### src/rtl/mlsu_req_arbiter.sv
// Round-robin arbiter sharing the MLSU request port, enforcing load/store ordering and outstanding limits.
// Latency: 1 cycle from grant to mlsu_req_valid_o through a single registered output slot.
// Backpressure: slot refills in the cycle it drains; req_ready_o stays 0 while the slot is full and stalled.
module mlsu_req_arbiter #(
    parameter int unsigned NrReq    = 2,
    parameter int unsigned ReqWidth = 128,
    parameter int unsigned MaxOutLd = 4,
    parameter int unsigned MaxOutSt = 4,
    parameter int unsigned CntW     = $clog2(((MaxOutLd > MaxOutSt) ? MaxOutLd : MaxOutSt) + 1),
    parameter int unsigned SrcW     = $clog2(NrReq)
) (
    input  logic                      clk_i,
    input  logic                      rst_ni,
    input  logic [NrReq-1:0]          req_valid_i,
    output logic [NrReq-1:0]          req_ready_o,
    input  logic [NrReq*ReqWidth-1:0] req_bits_i,
    input  logic [NrReq-1:0]          req_is_load_i,
    output logic                      mlsu_req_valid_o,
    input  logic                      mlsu_req_ready_i,
    output logic [ReqWidth-1:0]       mlsu_req_o,
    output logic [SrcW-1:0]           mlsu_req_src_o,
    input  logic                      ld_done_i,
    input  logic                      st_done_i,
    output logic [CntW-1:0]           ld_cnt_o,
    output logic [CntW-1:0]           st_cnt_o,
    output logic                      idle_o,
    output logic                      err_o
);

    typedef enum logic {SLOT_EMPTY, SLOT_FULL} slot_state_e;

    typedef struct packed {
        logic [SrcW-1:0]     src;
        logic [ReqWidth-1:0] dat;
    } slot_t;

    slot_state_e         state_q, state_d;
    slot_t               slot_q, slot_d;
    logic [SrcW-1:0]     rr_q, rr_d;
    logic [CntW-1:0]     ld_cnt_q, ld_cnt_d, st_cnt_q, st_cnt_d;
    logic                err_q, err_d;
    logic                slot_rdy, ld_ok, st_ok;
    logic                grant_vld, grant_fire, grant_is_load;
    logic [SrcW-1:0]     grant_idx;
    logic [SrcW:0]       cand;
    logic [NrReq-1:0]    eligible;
    logic [ReqWidth-1:0] bits_arr [NrReq];

    for (genvar g = 0; g < NrReq; g++) begin : g_unpack
        assign bits_arr[g] = req_bits_i[g*ReqWidth +: ReqWidth];
    end

    // Counters cover the request sitting in the slot, so only one class is ever in flight.
    assign ld_ok    = (st_cnt_q == '0) && (ld_cnt_q < CntW'(MaxOutLd));
    assign st_ok    = (ld_cnt_q == '0) && (st_cnt_q < CntW'(MaxOutSt));
    assign slot_rdy = (state_q == SLOT_EMPTY) || mlsu_req_ready_i;

    always_comb begin
        eligible = '0;
        for (int unsigned i = 0; i < NrReq; i++) begin
            eligible[i] = req_valid_i[i] && (req_is_load_i[i] ? ld_ok : st_ok);
        end
    end

    // First eligible source at or after the pointer; ineligible sources are skipped.
    always_comb begin
        grant_vld = 1'b0;
        grant_idx = '0;
        cand      = '0;
        for (int unsigned k = 0; k < NrReq; k++) begin
            cand = {1'b0, rr_q} + (SrcW+1)'(k);
            if (cand >= (SrcW+1)'(NrReq)) begin
                cand = cand - (SrcW+1)'(NrReq);
            end
            if (!grant_vld && eligible[cand[SrcW-1:0]]) begin
                grant_vld = 1'b1;
                grant_idx = cand[SrcW-1:0];
            end
        end
    end

    assign grant_fire    = rst_ni && slot_rdy && grant_vld;
    assign grant_is_load = req_is_load_i[grant_idx];

    always_comb begin
        req_ready_o = '0;
        if (grant_fire) begin
            req_ready_o[grant_idx] = 1'b1;
        end
    end

    function automatic logic [CntW-1:0] cnt_next(input logic [CntW-1:0] c,
                                                 input logic inc, input logic dec);
        cnt_next = c;
        if (inc && !dec) begin
            cnt_next = c + 1'b1;
        end else if (dec && !inc && (c != '0)) begin
            cnt_next = c - 1'b1;
        end
    endfunction

    always_comb begin
        state_d  = state_q;
        slot_d   = slot_q;
        rr_d     = rr_q;
        if (grant_fire) begin
            state_d    = SLOT_FULL;
            slot_d.src = grant_idx;
            slot_d.dat = bits_arr[grant_idx];
            rr_d       = (grant_idx == SrcW'(NrReq - 1)) ? '0 : grant_idx + 1'b1;
        end else if ((state_q == SLOT_FULL) && mlsu_req_ready_i) begin
            state_d = SLOT_EMPTY;
        end
        ld_cnt_d = cnt_next(ld_cnt_q, grant_fire && grant_is_load, ld_done_i);
        st_cnt_d = cnt_next(st_cnt_q, grant_fire && !grant_is_load, st_done_i);
        err_d    = err_q || (ld_done_i && (ld_cnt_q == '0)) || (st_done_i && (st_cnt_q == '0));
    end

    always_ff @(posedge clk_i) begin
        if (!rst_ni) begin
            state_q  <= SLOT_EMPTY;
            slot_q   <= '0;
            rr_q     <= '0;
            ld_cnt_q <= '0;
            st_cnt_q <= '0;
            err_q    <= 1'b0;
        end else begin
            state_q  <= state_d;
            slot_q   <= slot_d;
            rr_q     <= rr_d;
            ld_cnt_q <= ld_cnt_d;
            st_cnt_q <= st_cnt_d;
            err_q    <= err_d;
        end
    end

    assign mlsu_req_valid_o = (state_q == SLOT_FULL);
    assign mlsu_req_o       = slot_q.dat;
    assign mlsu_req_src_o   = slot_q.src;
    assign ld_cnt_o         = ld_cnt_q;
    assign st_cnt_o         = st_cnt_q;
    assign err_o            = err_q;
    assign idle_o           = (state_q == SLOT_EMPTY) && (ld_cnt_q == '0) && (st_cnt_q == '0);

endmodule
### config.mk
export PLATFORM = sky130hd
export DESIGN_NAME = mlsu_req_arbiter
export DESIGN_NICKNAME = d
export VERILOG_FILES = /design/src/rtl/mlsu_req_arbiter.sv
export SDC_FILE = /design/constraint.sdc
export NUM_CORES = 1
export LEC_CHECK = 0
export CELL_PAD_IN_SITES_DETAIL_PLACEMENT = 1
export CELL_PAD_IN_SITES_GLOBAL_PLACEMENT = 1
export CORE_ASPECT_RATIO = 0.6
export CORE_MARGIN = 2
export CORE_UTILIZATION = 26
export CTS_CLUSTER_DIAMETER = 50
export CTS_CLUSTER_SIZE = 14
export DETAILED_ROUTE_END_ITERATION = 8
export PLACE_DENSITY = 0.95
export SLEW_MARGIN = 40
export SYNTH_ARGS = -nofsm -noshare
export SYNTH_HDL_FRONTEND = slang
export SYNTH_SLANG_ARGS = --single-unit
### constraint.sdc
create_clock -name clk_i -period 5.5 [get_ports clk_i]
set_input_delay 1.65 -clock clk_i [delete_from_list [all_inputs] [get_ports clk_i]]
set_output_delay 1.65 -clock clk_i [all_outputs]
set_load 0.01 [all_outputs]
## Word level (Yosys, flattened, before mapping)

Index checks and enable logic that the tools add are counted.
W data, S select, Z words.

| word-level totals | value |
|---|---|
| flip-flop bits (word level) | 138 |
| input bits | 265 |
| output and inout port bits | 140 |
| word-level logic and storage cells | 90 |

| cells by class | value |
|---|---|
| muxes and demuxes | 27 |
| add/subtract/negate cells | 8 |
| order comparisons | 9 |
| bitwise gates (word level) | 2 |
| reduce and logical (&&, ||, !) cells | 37 |

Operators by type and width:

| operator | number |
|---|---|
| $mux W128 | 3 |
| $logic_and A1 B1 Y1 | 21 |
| $mux W1 | 18 |
| $mux W3 | 4 |
| $add A3 B1 Y3 const B | 2 |
| $logic_not A1 Y1 | 6 |
| $logic_not A3 Y1 | 2 |
| $lt A1 B2 Y1 const B | 3 |
| $lt A3 B3 Y1 const B | 2 |
| $reduce_bool A2 Y1 | 3 |
| $reduce_bool A3 Y1 | 2 |
| $sub A3 B1 Y3 const B | 2 |
| $ge A2 B2 Y1 const B | 2 |
| $logic_or A1 B1 Y1 | 3 |
| $add A1 B1 Y2 const B | 1 |
| $ge A1 B2 Y1 const B | 1 |
| $mux W2 | 1 |
| $not A1 Y2 | 1 |
| $sub A1 B1 Y1 const B | 2 |
| $add A1 B1 Y1 const B | 1 |
| $demux W1 S1 | 1 |
| $ge A1 B1 Y1 const B | 1 |
| $not A1 Y1 | 1 |

## Longest topological paths before layout

Gate-level depths: netlist of the first run.

| depth | value |
|---|---|
| word-level depth | 19 |
| depth in mapped cells | 10 |
| mapped depth without buffers | 9 |

## Worst setup path after synthesis of the first run

Ideal clock, no wire load.

| timing | value |
|---|---|
| kind | in2out |
| from | in req_is_load_i[1] |
| to | out req_ready_o[1] |
| path slack | 1.091 ns |
| arrival | 2.759 ns |
| buffers on the path | 1 |
| data required time | 3.850 ns |
| stages on the path | 5 |
| cells stage by stage | or3b_1 -> a21oi_2 -> nand2_1 -> buf_2 -> nor2_1 |

| on the way | value |
|---|---|
| longest elaborated chain between the ends | 13 |

RTL lines:

| item | line | RTL |
|---|---|---|
| start: declaration | 17 | `input logic [NrReq-1:0] req_is_load_i,` |
| $mux W1 (*) | 61 | `eligible[i] = req_valid_i[i] && (req_is_load_i[i] ? ld_ok : st_ok);` |
| $logic_and A1 B1 Y1 (*) | 61 |  |
| $mux W1 (not written as such) (2 in series) | 75 | `if (!grant_vld && eligible[cand[SrcW-1:0]]) begin` |
| $mux W1 | 75 |  |
| $logic_not A1 Y1 | 75 |  |
| $logic_and A1 B1 Y1 | 75 |  |
| $mux W1 | 75 |  |
| $lt A1 B2 Y1 (not written as such) / $ge A1 B1 Y1 (equally long branches) | 88 | `req_ready_o[grant_idx] = 1'b1;` |
| $logic_and A1 B1 Y1 (not written as such) | 88 |  |
| $mux W1 (not written as such) | 88 |  |
| $demux W1 S1 | 88 |  |
| $mux W2 (*) | 87 | `if (grant_fire) begin` |
| end: declaration | 15 | `output logic [NrReq-1:0] req_ready_o,` |

Every way passes the cells marked *; elsewhere a longest branch is shown, timed or not. The select of a mux whose other input is x is not followed.

## Final worst setup path of the first run

Same ends and word-level chain as after synthesis.

==> impl_metrics.toml, run 1 <==
[run_status]
status = "completed"

[die]
initial_utilization_pct = 26.6
fp.coreArea_mm2 = 0.0232
die_x_um = 203
die_h_um = 123
pin_count = 405
dieArea_mm2 = 0.0250
num_rows = 43

[global_routing]
grt_pass1_wl_um = 43500
antenna_found_initial = 7
grt_pass1_vias = 7746
grt_usage_pct = 22.8
grt_max_degree = 85
grt-ovfl-total = 0

[setup_path]
crit_path_max_incr_delay_ns = 0.56
path_max_fanout = 4
arrival_ns = 3.67
path_class = "in2out"
path_cells = "clkdlybuf4s50_1 > or3b_1 > a21oi_2 > buf_4 > nand2_4 > nor2_1 > clkdlybuf4s50_1"
path_buf_inv = 3
critical_path.slowest_cell = "clkdlybuf4s50_1"
cp_common_cell = "clkdlybuf4s50_1"
worstSetupEndpointType = "output port"
required_ns = 3.85
worstSetupStartpointType = "input pin"
critPathTopFamily = "buffers and inverters"

[clocking]
cts_resized = 0
htree_levels = 4
cts_buffers = 17
cts_root_buffer = "clkbuf_16"
path_clk_slew_ns = 0.05
postCtsSetupRepairBufs = 0
clk_latency_ns = 0.43
cts_hold_buf = 0
cts_buffer_depth = 2
cts_sinks = 138
tritoncts = "done"

[timing]
final-setup-viol-count = 0
slew_headroom_pct = 53.7
rsz0062_at_grt = "no"
worst_slew_pin_slew_ns = 0.695
finalCritPeriodShare_pct = 96.7
finalHoldViolCount = 0
fin_crit_ns = 5.32
max_freq_mhz = 188
slew_violations = 0
finClkSkew_ns = 0.0136
finalSetupTns_ns = 0

[cells_and_area]
drive_gt1_share_pct = 4.62
nets = 1423
fin_util_pct = 47.7
syn2layout_area_growth_pct = 79.4
nFillCells = 2687

[routing]
detail_route.wl_per_cell_um = 19.8
drc = 0
vias_per_cell = 4.96
ant_nets = 0
dr_total_vias = 7397
dr.first_iter.drc_count = 312
dr.pass1.iters = 4
wl_um = 29500

[yosys]
synth.distinct_cells = 37
synth_warnings = 0
synth.ff_latch_count = 138
syn_area_mm2 = 0.00617
syn-num-nets = 1055
yosysSeqAreaShare_pct = 44.8
synth_area_per_cell_um2 = 7.83
synth_cells = 788

[place]
numPortBuffers = 404
hpwl_um = 21600
gp_congestion = 0.898

[worst_hold_path]
hold_path.class = "reg2reg"

[pwr]
power_mw = 5.06
p_leak_nw = 4.06
cellPowerDensity_mw_per_mm2 = 457
ir_worst_vdd_v = 0.000219

[run]
drv_cap = 0
==> per-layer routing <==
metal	routed length (um)	part of all wire (%)	vias up	global-route usage, %
met3	2350	7.9	49	8.59
met4	920	3.1	0	10.9
li1	-	-	3496	-
met5	0	0	-	0
met2	14400	49	270	38.5
met1	11900	40	3582	25.7
==> power breakdown <==
group          switching [mW]  internal, mW
clock network           0.471         0.782
logic                    1.20          1.10
registers               0.191          1.31
total                    1.86          3.20
==> state kept, by name, summed over array words and instances (netlist names) <==
| name | flops |
|---|---|
| err_o | 1 |
| ld_cnt_o | 3 |
| mlsu_req_o | 128 |
| mlsu_req_src_o | 1 |
| mlsu_req_valid_o | 1 |
| rr_q | 1 |
| st_cnt_o | 3 |
==> final timing paths <==
check | cells past startpoint | from | endpoint | slack (ns)
worst min register to register | 2 | mlsu_req_o[118] | mlsu_req_o[118] | 0.50
worst min-delay path | 2 | mlsu_req_o[118] | mlsu_req_o[118] | 0.50
worst max register to register | 7 | st_cnt_o[0] | mlsu_req_o[126] | 2.48
worst max-delay path | 7 | req_is_load_i[1] | req_ready_o[1] | 0.18
==> layout make-up <==
class	count	area (um^2)	share of cell area [%]
antenna	7	17.5	0.158
clock buffer	20	457	4.13
clock inverter	11	169	1.53
inverter	4	17.5	0.158
multi-input combinational	575	3050	27.5
sequential	138	2760	25.0
tap	315	394	3.56
timing repair buffer	420	4200	38.0
==> worst reg2reg max path: cells and delay by family, from the launching register on <==
family / cells / cell delay, ns
AO/OA/AOI/OAI: 3 / 0.67
flip-flops: 1 / 0.41
buffers and inverters: 2 / 1.14
AND/OR/NAND/NOR: 2 / 0.69
==> cell usage after synthesis (all sizes together) <==
cell type	instances	area [um^2]
nand2	262	983
or3b	2	20.0
dfxtp	138	2760
a21o	1	7.51
fa	2	40.0
a32oi	1	8.76
nor3b	1	7.51
o2111ai	1	8.76
or3	3	18.8
nand3b	1	7.51
o211a	1	10.0
xnor2	3	26.3
inv	4	15.0
nor4	1	6.26
a22oi	1	7.51
nor3	4	20.0
nor2b	2	12.5
a211oi	1	7.51
mux2i	5	50.1
nand2b	4	25.0
a21oi	4	27.5
a221oi	1	8.76
buf	53	300
a311oi	128	1120
a2111oi	1	27.5
o31a	2	17.5
clkbuf	18	67.6
nor2	138	518
a31oi	1	6.26
o21ai	2	10.0
o21a	1	7.51
a32o	1	11.3
==> kinds of logic after synthesis <==
family / count (synthesis) / share of synthesized area [%]
multiplexers: 5 / 0.811
AO/OA/AOI/OAI: 147 / 20.9
adder cells (fa/ha/maj): 2 / 0.649
buffers and inverters: 75 / 6.21
XOR/XNOR: 3 / 0.426
flip-flops: 138 / 44.8
AND/OR/NAND/NOR: 418 / 26.2
==> cells in the final DEF, fill, tap and decap left out, types with 3 or more instances in the layout <==
| cell | netlist | routed |
|---|---|---|
| a311oi_1 | 128 | 128 |
| buf_4 | 14 | 11 |
| buf_6 | 0 | 3 |
| bufinv_16 | 0 | 4 |
| clkbuf_16 | 0 | 17 |
| clkdlybuf4s50_1 | 0 | 404 |
| clkinv_2 | 0 | 3 |
| dfxtp_1 | 138 | 138 |
| diode_2 | 0 | 7 |
| inv_1 | 3 | 3 |
| mux2i_1 | 5 | 5 |
| nand2_1 | 262 | 261 |
| nand2b_1 | 4 | 4 |
| nor2_1 | 138 | 138 |
| nor3_1 | 4 | 4 |
| or3_1 | 3 | 3 |
| xnor2_1 | 3 | 3 |
==> per-stage QoR <==
step           area (um^2)  hold WS [ns]  std cells  setup WS, ns
2_1_floorplan         6170         0.503        788          1.09
3_3_place_gp         10400         0.477       1452         0.244
3_5_place_dp         10400         0.479       1452         0.187
4_1_cts              11000         0.501       1483         0.184
5_1_grt              11100         0.522       1490        0.0624
6_report             11100         0.498       1490         0.181
Note: power is estimated with default switching activity, not from simulation.
==> run 2: changes to the inputs <==
Settings changed: HOLD_SLACK_MARGIN set to 0.1.
==> results of run 2 <==
The final DEF is identical to that of run 1; final timing and power are the same.
==> run 3: changes to the inputs <==
Settings changed: TNS_END_PERCENT set to 10.
==> results of run 3 <==
The final DEF is identical to that of run 1; final timing and power are the same.
